`config.mk`:
```
export PLATFORM = sky130hd
export DESIGN_NAME = byte_mem_sequencer
export DESIGN_NICKNAME = d
export VERILOG_FILES = /design/src/rtl/byte_mem_seq_pkg.sv /design/src/rtl/byte_mem_seq_extend.sv /design/src/rtl/byte_mem_sequencer.sv
export SDC_FILE = /design/constraint.sdc
export NUM_CORES = 1
export LEC_CHECK = 0
export CORE_ASPECT_RATIO = 0.75
export CORE_MARGIN = 4
export CORE_UTILIZATION = 48
export DETAILED_ROUTE_END_ITERATION = 16
export HOLD_SLACK_MARGIN = 0.1
export PLACE_DENSITY = 0.79
export SETUP_SLACK_MARGIN = 0.15
export SYNTH_ARGS = -nofsm -noshare
export SYNTH_HDL_FRONTEND = slang
export SYNTH_SLANG_ARGS = --single-unit
```
`constraint.sdc`:
```
create_clock -name clk -period 4.44 [get_ports clk]
set_input_delay 0.888 -clock clk [delete_from_list [all_inputs] [get_ports clk]]
set_output_delay 0.888 -clock clk [all_outputs]
set_load 0.01 [all_outputs]
```
`src/rtl/byte_mem_seq_pkg.sv`:
```
// Shared encodings for the byte-serial memory sequencer: access size codes,
// FSM state enum and size helpers.
package byte_mem_seq_pkg;

  localparam logic [1:0] SZ_B = 2'd0;
  localparam logic [1:0] SZ_H = 2'd1;
  localparam logic [1:0] SZ_W = 2'd2;
  localparam logic [1:0] SZ_D = 2'd3;

  typedef enum logic [1:0] {
    ST_IDLE   = 2'd0,
    ST_ACCESS = 2'd1,
    ST_RESP   = 2'd2
  } state_t;

  // Limit a size code to the widest access the datapath can hold.
  function automatic logic [1:0] clamp_size(input logic [1:0] size,
                                            input logic [1:0] max_size);
    return (size > max_size) ? max_size : size;
  endfunction

  function automatic logic [3:0] size_to_nbytes(input logic [1:0] size);
    return 4'd1 << size;
  endfunction

endpackage

```
`src/rtl/byte_mem_seq_extend.sv`:
```
// Combinational sign/zero extender for an assembled little-endian load value.
// The size input is expected to be already clamped to the datapath width.
module byte_mem_seq_extend
  import byte_mem_seq_pkg::*;
#(
  parameter int XLEN = 32
) (
  input  logic [XLEN-1:0] din,
  input  logic [1:0]      size,
  input  logic            is_signed,
  output logic [XLEN-1:0] dout
);

  logic [3:0]      nbytes;
  logic [6:0]      msb_pos;
  logic [XLEN-1:0] shifted;
  logic            fill;
  int              nbits;

  always_comb begin
    nbytes  = size_to_nbytes(size);
    msb_pos = {nbytes, 3'b000} - 7'd1;
    shifted = din >> msb_pos;
    fill    = is_signed & shifted[0];
    nbits   = 8 * int'(nbytes);
    for (int i = 0; i < XLEN; i++) begin
      dout[i] = (i < nbits) ? din[i] : fill;
    end
  end

endmodule

```
`src/rtl/byte_mem_sequencer.sv`:
```
// Executes one 1/2/4/8-byte load/store as a little-endian run of byte accesses
// with wait states. Optional feature macro: MEM_ALIGN_CHK_EN (alignment/size error check).
module byte_mem_sequencer
  import byte_mem_seq_pkg::*;
#(
  parameter int XLEN   = 32,
  parameter int ADDR_W = 32
) (
  input  logic              clk,
  input  logic              reset,
  input  logic              req_valid,
  output logic              req_ready,
  input  logic              req_write,
  input  logic [1:0]        req_size,
  input  logic              req_signed,
  input  logic [ADDR_W-1:0] req_addr,
  input  logic [XLEN-1:0]   req_wdata,
  output logic              rsp_valid,
  output logic [XLEN-1:0]   rsp_rdata,
  output logic              rsp_err,
  output logic [ADDR_W-1:0] mem_addr,
  output logic              mem_re,
  output logic              mem_we,
  output logic [7:0]        mem_wdata,
  input  logic [7:0]        mem_rdata,
  input  logic              mem_ack,
  output state_t            dbg_state
);

  // Handshake: a request transfers on a rising edge where req_valid && req_ready;
  // req_ready is high only in IDLE. rsp_valid is a single-cycle pulse with no ready.

  localparam logic [1:0] MAX_SIZE = (XLEN == 64) ? SZ_D : SZ_W;

  state_t            state, state_nxt;
  logic [ADDR_W-1:0] base_q;
  logic [XLEN-1:0]   wdata_q;
  logic [XLEN-1:0]   asm_q;
  logic [1:0]        size_q;
  logic              write_q;
  logic              signed_q;
  logic              err_q;
  logic [2:0]        idx_q;
  logic [2:0]        last_q;

  logic              accept;
  logic              byte_done;
  logic              last_byte;
  logic              req_bad;
  logic [1:0]        acc_size;
  logic [3:0]        acc_nbytes;
  logic [XLEN-1:0]   ext_data;

  assign accept     = (state == ST_IDLE) && req_valid;
  assign byte_done  = (state == ST_ACCESS) && mem_ack;
  assign last_byte  = (idx_q == last_q);
  assign acc_size   = clamp_size(req_size, MAX_SIZE);
  assign acc_nbytes = size_to_nbytes(acc_size);
  assign dbg_state  = state;

`ifdef MEM_ALIGN_CHK_EN
  logic [3:0] raw_nbytes;
  assign raw_nbytes = size_to_nbytes(req_size);
  // Oversized or misaligned requests skip the memory and answer with an error.
  assign req_bad = (req_size > MAX_SIZE) ||
                   ((req_addr[2:0] & (raw_nbytes[2:0] - 3'd1)) != 3'd0);
`else
  assign req_bad = 1'b0;
`endif

  always_ff @(posedge clk or posedge reset) begin
    if (reset) state <= ST_IDLE;
    else       state <= state_nxt;
  end

  always_comb begin
    state_nxt = state;
    case (state)
      ST_IDLE:   if (req_valid) state_nxt = req_bad ? ST_RESP : ST_ACCESS;
      ST_ACCESS: if (mem_ack && last_byte) state_nxt = ST_RESP;
      ST_RESP:   state_nxt = ST_IDLE;
      default:   state_nxt = ST_IDLE;
    endcase
  end

  always_ff @(posedge clk or posedge reset) begin
    if (reset) begin
      base_q   <= '0;
      wdata_q  <= '0;
      asm_q    <= '0;
      size_q   <= SZ_B;
      write_q  <= 1'b0;
      signed_q <= 1'b0;
      err_q    <= 1'b0;
      idx_q    <= '0;
      last_q   <= '0;
    end else if (accept) begin
      base_q   <= req_addr;
      wdata_q  <= req_wdata;
      asm_q    <= '0;
      size_q   <= acc_size;
      write_q  <= req_write;
      signed_q <= req_signed;
      err_q    <= req_bad;
      idx_q    <= '0;
      last_q   <= 3'(acc_nbytes - 4'd1);
    end else if (byte_done) begin
      if (!write_q) asm_q <= asm_q | (XLEN'(mem_rdata) << {idx_q, 3'b000});
      if (!last_byte) idx_q <= idx_q + 3'd1;
    end
  end

  byte_mem_seq_extend #(
    .XLEN(XLEN)
  ) u_extend (
    .din      (asm_q),
    .size     (size_q),
    .is_signed(signed_q),
    .dout     (ext_data)
  );

  // Outputs decode from the registered state so an asynchronous reset drops them at once.
  always_comb begin
    req_ready = 1'b0;
    rsp_valid = 1'b0;
    rsp_rdata = '0;
    rsp_err   = 1'b0;
    mem_addr  = '0;
    mem_re    = 1'b0;
    mem_we    = 1'b0;
    mem_wdata = '0;
    case (state)
      ST_IDLE: req_ready = !reset;
      ST_ACCESS: begin
        mem_addr  = base_q + ADDR_W'(idx_q);
        mem_re    = !write_q;
        mem_we    = write_q;
        mem_wdata = 8'(wdata_q >> {idx_q, 3'b000});
      end
      ST_RESP: begin
        rsp_valid = 1'b1;
        rsp_rdata = (write_q || err_q) ? '0 : ext_data;
        rsp_err   = err_q;
      end
      default: ;
    endcase
  end

endmodule

```
* Word level (Yosys, flattened, before mapping)
Cells that the tools add are included.
** Word-level totals
- Bits of input ports :: 80
- Register bits after elaboration :: 108
- Output and inout port bits :: 79
** Cells by class
- Equality and inequality tests :: 7
- $lt $le $gt $ge :: 33
- Shifts and indexed selects :: 5
- Reduce and logical (&&, ||, !) cells :: 10
- Multiplexer cells :: 50
- Bitwise logic cells :: 2
- Add/subtract/negate cells :: 4
** Operators with widths (number)
- 32-bit 2-to-1 mux :: 6
- 5-bit by 7-bit less-than comparator with 1-bit output (first input constant) :: 16
- 4-bit by 7-bit less-than comparator with 1-bit output (first input constant) :: 8
- 1-bit 2-to-1 mux :: 36
- 32-bit by 3-bit adder with 32-bit output :: 1
- 32-bit bitwise OR :: 1
- 8-bit by 6-bit left shift with 32-bit output :: 1
- 32-bit by 6-bit >> shifter with 8-bit output :: 1
- 32-bit by 7-bit >> shifter with 1-bit output :: 1
- 3-bit by 7-bit less-than comparator with 1-bit output (first input constant) :: 4
- 1-bit by 7-bit less-than comparator with 1-bit output (first input constant) :: 2
- 2-bit by 7-bit less-than comparator with 1-bit output (first input constant) :: 2
- 3-bit 2-to-1 mux :: 3
- 8-bit 2-to-1 mux :: 1
- 7-bit by 1-bit subtractor with 7-bit output (second input constant) :: 1
- 2-bit 2-to-1 mux :: 3
- 2-bit AND reduction :: 3
- 2-bit by 1-bit inequality test with 1-bit output (second input constant) :: 2
- 2-bit inequality test (second input constant) :: 2
- 2-bit one-hot mux with 2 select lines :: 1
- 1-bit by 2-bit left shift with 4-bit output (first input constant) :: 1
- 3-bit by 1-bit adder with 3-bit output (second input constant) :: 1
- 3-bit equality test :: 1
- 1-bit logical AND :: 3
- other kinds (9) :: 10

* Longest topological paths before layout
Gate-level depths: netlist of run 1.
- Depth after elaboration :: 7
- Gate-level depth with buffers :: 8
- Gate-level depth less buffers :: 7

* Modules after synthesis
A second synthesis of run 1 with hierarchy kept.
** Unflattened totals
- Cells, all modules :: 733
- Area total of the unflattened synthesis :: 6200.9 µm²
** Modules (own cells, without submodules)
- byte_mem_sequencer :: area an instance 5525.3 µm², cells each 635, times used 1, sequential area each 2702.6 µm²
- byte_mem_seq_extend :: area an instance 675.6 µm², cells each 98, times used 1, sequential area each 0.0 µm²

* Worst setup path before layout of run 1
No wires, ideal clock.
- Kind :: register -> output
- From :: reg idx_q[1]
- To :: out mem_addr[14]
- Setup slack :: 1.083 ns
- Arrival time :: 2.469 ns
- Buffers on the path :: 2
- Cell stages (with the launch flop) :: 9
- Path through :: dfrtp_1 -> clkbuf_1 -> inv_1 -> fa_1 -> nor2b_1 -> o2111ai_1 -> clkbuf_1 -> or3_2 -> a21oi_1
** Between the ends
- Longest elaborated chain between the ends :: 2
** RTL lines
- start: declaration :: line byte_mem_sequencer.sv:43 : logic [2:0] idx_q;
- start signal: assignment :: line byte_mem_sequencer.sv:109 : if (!last_byte) idx_q <= idx_q + 3'd1;
- 32-bit by 3-bit adder with 32-bit output :: line byte_mem_sequencer.sv:135 : mem_addr = base_q + ADDR_W'(idx_q);
- 32-bit 2-to-1 mux :: line byte_mem_sequencer.sv:132 : case (state)
- end: declaration :: line byte_mem_sequencer.sv:21 : output logic [ADDR_W-1:0] mem_addr,
Every way passes these cells.

* Final worst setup path of run 1
- From :: reg base_q[0]
- To :: out mem_addr[30]
** Between the ends
- Longest elaborated chain between the ends :: 2
** RTL lines
- start: declaration :: line byte_mem_sequencer.sv:36 : logic [ADDR_W-1:0] base_q;
- start signal: assignment :: line byte_mem_sequencer.sv:98 : base_q <= req_addr;
- 32-bit by 3-bit adder with 32-bit output :: line byte_mem_sequencer.sv:135
- 32-bit 2-to-1 mux :: line byte_mem_sequencer.sv:132
Every way passes these cells.

==> results.sh, run 1 <==
export IMPL_status="completed"
export IMPL_cp_cell_sequence="ha_1 -> inv_1 -> fa_1 -> nor2b_1 -> o2111ai_1 -> buf_4 -> or4_1 -> a21oi_1 -> clkdlybuf4s50_1"
export IMPL_ys_seq_area_frac=0.481
export IMPL_cp_start_kind="flop"
export IMPL_drcViolationCount=0
export IMPL_required_ns=3.55
export IMPL_htree_num_levels=3
export IMPL_leakagePower_nw=3.36
export IMPL_async_flop_share=1.00
export IMPL_start_util=0.503
export IMPL_cp_endpoint="mem_addr[30]"
export IMPL_nets=891
export IMPL_slowest_delay_ns=0.56
export IMPL_min_period_ns=4.15
export IMPL_cts_buffers=9
export IMPL_vias_per_cell=5.45
export IMPL_ctsHoldBuffers=0
export IMPL_synth_cell_type_count=47
export IMPL_yosysWarnings=0
export IMPL_rr_worst_depth=4
export IMPL_final_hold_violation_count=0
export IMPL_power_density_nw_per_um2=608
export IMPL_syn_nets=750
export IMPL_vdd_drop_max_mv=0.303
export IMPL_row_count=33
export IMPL_vias=5267
export IMPL_cts_sinks=108
export IMPL_clk_pin_slew_ns=0.08
export IMPL_first_iter_violations=499
export IMPL_cts_tree="yes"
export IMPL_skew_ns=0.00665
export IMPL_area_growth_syn_to_layout_pct=35.4
export IMPL_grt_pass1_vias=5033
export IMPL_num_io_pins=159
export IMPL_grt_pass1_wl_um=25400
export IMPL_rr_endpoint="asm_q[19]"
export IMPL_grt_max_degree=110
export IMPL_dp_cells=949
export IMPL_slew_headroom=0.0880
export IMPL_fin_cells=967
export IMPL_antenna_found_initial=0
export IMPL_tightest_slew_ns=1.36
export IMPL_hold_class="reg -> reg"
export IMPL_drive_gt1_frac=0.0568
export IMPL_gp_congestion=0.921
export IMPL_rsz0062_at_grt="yes"
export IMPL_maxCapViolCount=0
export IMPL_portBuffers=157
export IMPL_tns_ns=0
export IMPL_critPathLaunch="base_q[0]"
export IMPL_synth_ff_latch_count=108
export IMPL_r2r_start="dbg_state[1]"
export IMPL_cts_root_buf="clkbuf_16"
export IMPL_synth_top_area_frac=0.481
export IMPL_wl_per_cell_um=16.4
export IMPL_slowest_stage="clkdlybuf4s50_1"
export IMPL_antenna_left=0
export IMPL_grt_total_usage=0.235
export IMPL_timing_final_crit_share=0.936
export IMPL_fmax_ghz=0.241
export IMPL_die_w_um=133
export IMPL_grt_overflow_total=0
export IMPL_clock_latency_ns=0.34
export IMPL_synth_cells=664
export IMPL_yosys_top_cells_area="dfrtp_1 48%, nand2_1 14%, a21oi_1 4.5%"
export IMPL_synth_main_ff_cell="dfrtp_1"
export IMPL_design_core_area_um2=11200
export IMPL_die_h_um=102
export IMPL_reg2reg_slack_ns=2.11
export IMPL_synth_avg_cell_area_um2=8.47
export IMPL_layout_common_cells="204 x nand2_1, 157 x clkdlybuf4s50_1, 108 x dfrtp_1, 64 x nor2_1, 50 x a21oi_1"
export IMPL_clockBufferDepth=2
export IMPL_die_area_um2=13500
export IMPL_yosysTopAreaCell="dfrtp_1"
export IMPL_slew_viol_final=0
export IMPL_antennaDiodeCount=0
export IMPL_synth_edf_count=0
export IMPL_post_synth_instance_area_um2=5620
export IMPL_path_class="reg -> out"
export IMPL_routed_wl_um=15800
export IMPL_dp_hpwl_um=11200
export IMPL_final_common_cell="nand2_1"
export IMPL_crit_arrival_ns=3.27
export IMPL_cp_max_fo=17
export IMPL_endpoint_kind="primary output"
export IMPL_drt_pass1_iterations=5
export IMPL_finalSetupViolCount=0
## metal layers
metal	GRT usage	wire (um)	vias up
li1	-	-	2504
met1	0.342	7340	2537
met2	0.369	7220	212
met3	0.0472	1110	14
met4	0.0511	155	0
met5	0	0	-
## cell type report
cell class,count,area (um^2)
Fill cell,903,3570
Multi-Input combinational cell,506,2710
Sequential cell,108,2700
Timing Repair Buffer,167,1660
Clock buffer,10,239
Tap cell,157,196
Clock inverter,6,56.3
Inverter,13,51.3
## kinds of logic (layout without fill, tap and decap cells)
kind of cell	count (synthesis)	count (layout)	synth area share
adder cells (fa/ha/maj)	6	6	0.0147
AO/OA/AOI/OAI	121	121	0.125
XOR/XNOR	13	13	0.0202
flip-flops	108	108	0.481
AND/OR/NAND/NOR	353	353	0.279
multiplexers	12	12	0.0416
buffers and inverters	50	196	0.0383
other	1	1	0.000667
## power by group
| group | internal [W] | switching, W | total, W |
|---|---|---|---|
| Combinational | 0.000994 | 0.00112 | 0.00211 |
| Sequential | 0.00137 | 0.000357 | 0.00173 |
| Clock | 0.000408 | 0.000376 | 0.000784 |
## cell usage after synthesis (3+ instances only)
| cell type | number |
|---|---|
| o21a_1 | 10 |
| o31ai_1 | 12 |
| buf_6 | 3 |
| and2_1 | 20 |
| and3_1 | 3 |
| and4_1 | 4 |
| or3_1 | 5 |
| nor3_1 | 4 |
| clkbuf_1 | 26 |
| dfrtp_1 | 108 |
| or4_1 | 13 |
| inv_1 | 13 |
| a31oi_1 | 3 |
| buf_1 | 6 |
| mux4_2 | 9 |
| nand3_1 | 12 |
| nor2_1 | 64 |
| nor2b_1 | 7 |
| ha_1 | 5 |
| nand2_1 | 205 |
| a21oi_1 | 50 |
| xnor2_1 | 11 |
| nand4_1 | 3 |
| o21ai_0 | 36 |
## repair_timing
| item | in CTS | in global routing |
|---|---|---|
| setup endpoints to repair | 0 | 7 |
| buffers inserted | 0 | 2 |
| resized for setup | 0 | 1 |
## stage by stage
| step | utilization | worst slack [ns] | hold WS [ns] | area (um^2) | power (W) |
|---|---|---|---|---|---|
| after floorplan | - | 0.706 | 0.440 | 5620 | 0.00293 |
| after global placement | 0.653 | 0.687 | 0.453 | 7300 | 0.00377 |
| after detailed placement | 0.653 | 0.622 | 0.459 | 7300 | 0.00385 |
| after CTS | 0.679 | 0.229 | 0.478 | 7600 | 0.00465 |
| after global routing | 0.681 | 0.123 | 0.496 | 7620 | 0.00496 |
| final | 0.681 | 0.286 | 0.474 | 7620 | 0.00463 |
## critical path: cells and delay by family, from the launching register on
kind	cells	cell delay (ns)
AND/OR/NAND/NOR	2	0.86
buffers and inverters	3	0.82
adder cells (fa/ha/maj)	2	0.55
AO/OA/AOI/OAI	2	0.33
flip-flops	1	0.35
## registers in the layout, indices dropped and copies added (netlist names), 2 cells and up
signal,cells
asm_q,32
base_q,32
dbg_state,2
idx_q,3
last_q,3
size_q,2
wdata_q,32
## worst min-delay path by stage
stage	start	end	slack [ns]	depth (start not counted)
after floorplan	wdata_q[16]	wdata_q[16]	0.44	2
after global placement	wdata_q[22]	wdata_q[22]	0.45	2
after detailed placement	wdata_q[16]	wdata_q[16]	0.46	2
after CTS	wdata_q[16]	wdata_q[16]	0.48	2
after global routing	wdata_q[15]	wdata_q[15]	0.50	2
final	wdata_q[16]	wdata_q[16]	0.47	2
No activity file was read; power rests on OpenSTA's default activity.
==> run 2: changes to the inputs <==
--- a/config.mk
+++ b/config.mk
@@ -8,10 +8,12 @@
 export CORE_ASPECT_RATIO = 0.75
 export CORE_MARGIN = 4
 export CORE_UTILIZATION = 48
+export CTS_CLUSTER_SIZE = 10
 export DETAILED_ROUTE_END_ITERATION = 16
 export HOLD_SLACK_MARGIN = 0.1
 export PLACE_DENSITY = 0.79
 export SETUP_SLACK_MARGIN = 0.15
+export SLEW_MARGIN = 20
 export SYNTH_ARGS = -nofsm -noshare
 export SYNTH_HDL_FRONTEND = slang
 export SYNTH_SLANG_ARGS = --single-unit
==> results.sh, run 2 (same netlist as run 1, synthesis figures left out) <==
export IMPL_status="completed"
export IMPL_slew_viol_final=0
export IMPL_min_period_ns=4.15
export IMPL_cp_max_fo=19
export IMPL_clockBufferDepth=2
export IMPL_num_io_pins=159
export IMPL_drcViolationCount=0
export IMPL_post_cts_buffers=0
export IMPL_cts_buffers=9
export IMPL_reg2reg_slack_ns=2.51
export IMPL_multiInputGateArea_um2=2720
export IMPL_endpoint_kind="primary output"
export IMPL_start_util=0.503
export IMPL_p_sw_w=0.00186
export IMPL_r2r_start="dbg_state[1]"
export IMPL_slowest_stage="a2111o_2"
export IMPL_cp_start_kind="flop"
export IMPL_regArea_um2=2700
export IMPL_vias=5322
export IMPL_required_ns=3.55
export IMPL_maxCapViolCount=0
export IMPL_crit_arrival_ns=3.26
export IMPL_htree_num_levels=3
export IMPL_antennaDiodeCount=0
export IMPL_cp_cell_sequence="ha_1 -> nand3_1 -> a2111o_2 -> or4_1 -> a21oi_1 -> clkdlybuf4s50_1"
export IMPL_cts_root_buf="clkbuf_16"
export IMPL_grt_pass1_vias=4974
export IMPL_slew_headroom=0.410
export IMPL_cts_sinks=108
export IMPL_gp_congestion=0.921
export IMPL_design_core_area_um2=11200
export IMPL_die_area_um2=13500
export IMPL_internal_power_w=0.00279
export IMPL_rsz0062_at_grt="no"
export IMPL_hold_slack_ns=0.477
export IMPL_nets=890
export IMPL_tightest_slew_ns=0.884
export IMPL_rr_endpoint="asm_q[19]"
export IMPL_path_class="reg -> out"
export IMPL_timing_final_crit_share=0.934
export IMPL_power_density_nw_per_um2=608
export IMPL_min_from="wdata_q[16]"
export IMPL_dp_hpwl_um=11200
export IMPL_p_total_w=0.00465
export IMPL_final_hold_violation_count=0
export IMPL_finalSetupViolCount=0
export IMPL_grt_total_usage=0.233
export IMPL_drt_pass1_iterations=5
export IMPL_crit_family="compound AO/OA/AOI/OAI gates"
export IMPL_slowest_delay_ns=0.63
export IMPL_critPathBufInv=1
export IMPL_drive_gt1_frac=0.0581
export IMPL_tns_ns=0
export IMPL_vias_per_cell=5.51
export IMPL_seq_power_share=0.373
export IMPL_portBuffers=157
export IMPL_swShare=0.399
export IMPL_vdd_drop_max_mv=0.311
export IMPL_first_iter_violations=475
export IMPL_leakagePower_nw=3.37
export IMPL_row_count=33
export IMPL_wl_per_cell_um=16.2
export IMPL_skew_ns=0.00975
export IMPL_grt_max_degree=110
export IMPL_grt_overflow_total=0
export IMPL_fmax_ghz=0.241
export IMPL_dp_cells=949
export IMPL_p_comb_frac=0.459
export IMPL_die_h_um=102
export IMPL_design_area_um2=7640
export IMPL_grt_pass1_wl_um=25200
export IMPL_cts_tree="yes"
export IMPL_hold_path_depth=2
export IMPL_hold_class="reg -> reg"
export IMPL_clock_latency_ns=0.34
export IMPL_fillCellCount=919
export IMPL_whs_endpoint="wdata_q[16]"
export IMPL_fin_cells=966
export IMPL_die_w_um=133
export IMPL_antenna_found_initial=0
export IMPL_largestRegisters="asm_q (32), base_q (32), wdata_q (32)"
export IMPL_final_common_cell="nand2_1"
export IMPL_area_growth_syn_to_layout_pct=35.9
export IMPL_rr_worst_depth=4
export IMPL_routed_wl_um=15600
export IMPL_layout_common_cells="204 x nand2_1, 157 x clkdlybuf4s50_1, 108 x dfrtp_1, 64 x nor2_1, 50 x a21oi_1"
export IMPL_antenna_left=0
export IMPL_place_area_um2=7310
export IMPL_p_clk_frac=0.169
export IMPL_clk_pin_slew_ns=0.08
[run 2: cell count changes in the layout (fill, tap and decap cells not counted)]
cell,delta
nor4_1,-2
nor4_2,+2
buf_16,+1
buf_4,-1
clkbuf_4,-1
[run 2: how the worst max path moves through the flow]
stage	startpoint	end	slack, ns	cells after the start
finish	idx_q[2]	mem_addr[21]	0.29	6
floorplan	reset	asm_q[0]	0.71	1
detailed placement	idx_q[2]	mem_addr[31]	0.62	6
CTS	idx_q[2]	mem_addr[21]	0.24	6
global placement	idx_q[2]	mem_addr[31]	0.69	6
global route	idx_q[0]	mem_addr[26]	0.17	9
[run 2: stage by stage]
stage	setup slack, ns	utilization
CTS	0.236	0.680
global placement	0.687	0.653
detailed placement	0.623	0.653
global route	0.175	0.683
floorplan	0.706	-
finish	0.291	0.683
[run 2: layout make-up]
class                           count  area share
Clock inverter                      6     0.00737
Clock buffer                       10      0.0313
Multi-Input combinational cell    506       0.356
Inverter                           13     0.00671
Tap cell                          157      0.0257
Timing Repair Buffer              166       0.219
Sequential cell                   108       0.354
[run 2: repair_timing]
action / in CTS / in global routing
endpoints found under the hold margin: 0 / 0
setup endpoints to repair: 0 / 2
resized for setup: 0 / 1
hold buffers: 0 / 0
[run 2: power by group through the flow]
stage                     Combinational (W)  Clock [W]  Sequential (W)
after floorplan                     0.00130          0         0.00162
final                               0.00213   0.000784         0.00173
after global routing                0.00236   0.000846         0.00179
after CTS                           0.00213   0.000800         0.00172
after detailed placement            0.00211          0         0.00174
after global placement              0.00206          0         0.00171
[run 2: routing by layer]
metal,global-route usage,up-vias,share of wire
met5,0,-,0
met1,0.335,2565,0.45
met3,0.0482,17,0.077
met2,0.369,232,0.46
li1,-,2508,-
met4,0.0527,0,0.011
[run 2: worst register-to-register path: stages, from the launching register on]
cell and delay [ns]:
dfrtp_1 0.50, nand4bb_1 0.34, nor4_2 0.67, a21oi_1 0.22, nor2_1 0.14
==> run 3: changes to the inputs <==
--- a/config.mk
+++ b/config.mk
@@ -13,6 +13,7 @@
 export HOLD_SLACK_MARGIN = 0.1
 export PLACE_DENSITY = 0.79
 export SETUP_SLACK_MARGIN = 0.15
+export SKIP_LAST_GASP = 1
 export SLEW_MARGIN = 20
 export SYNTH_ARGS = -nofsm -noshare
 export SYNTH_HDL_FRONTEND = slang
==> results of run 3 <==
The final DEF is identical to that of run 2; final timing and power are the same.
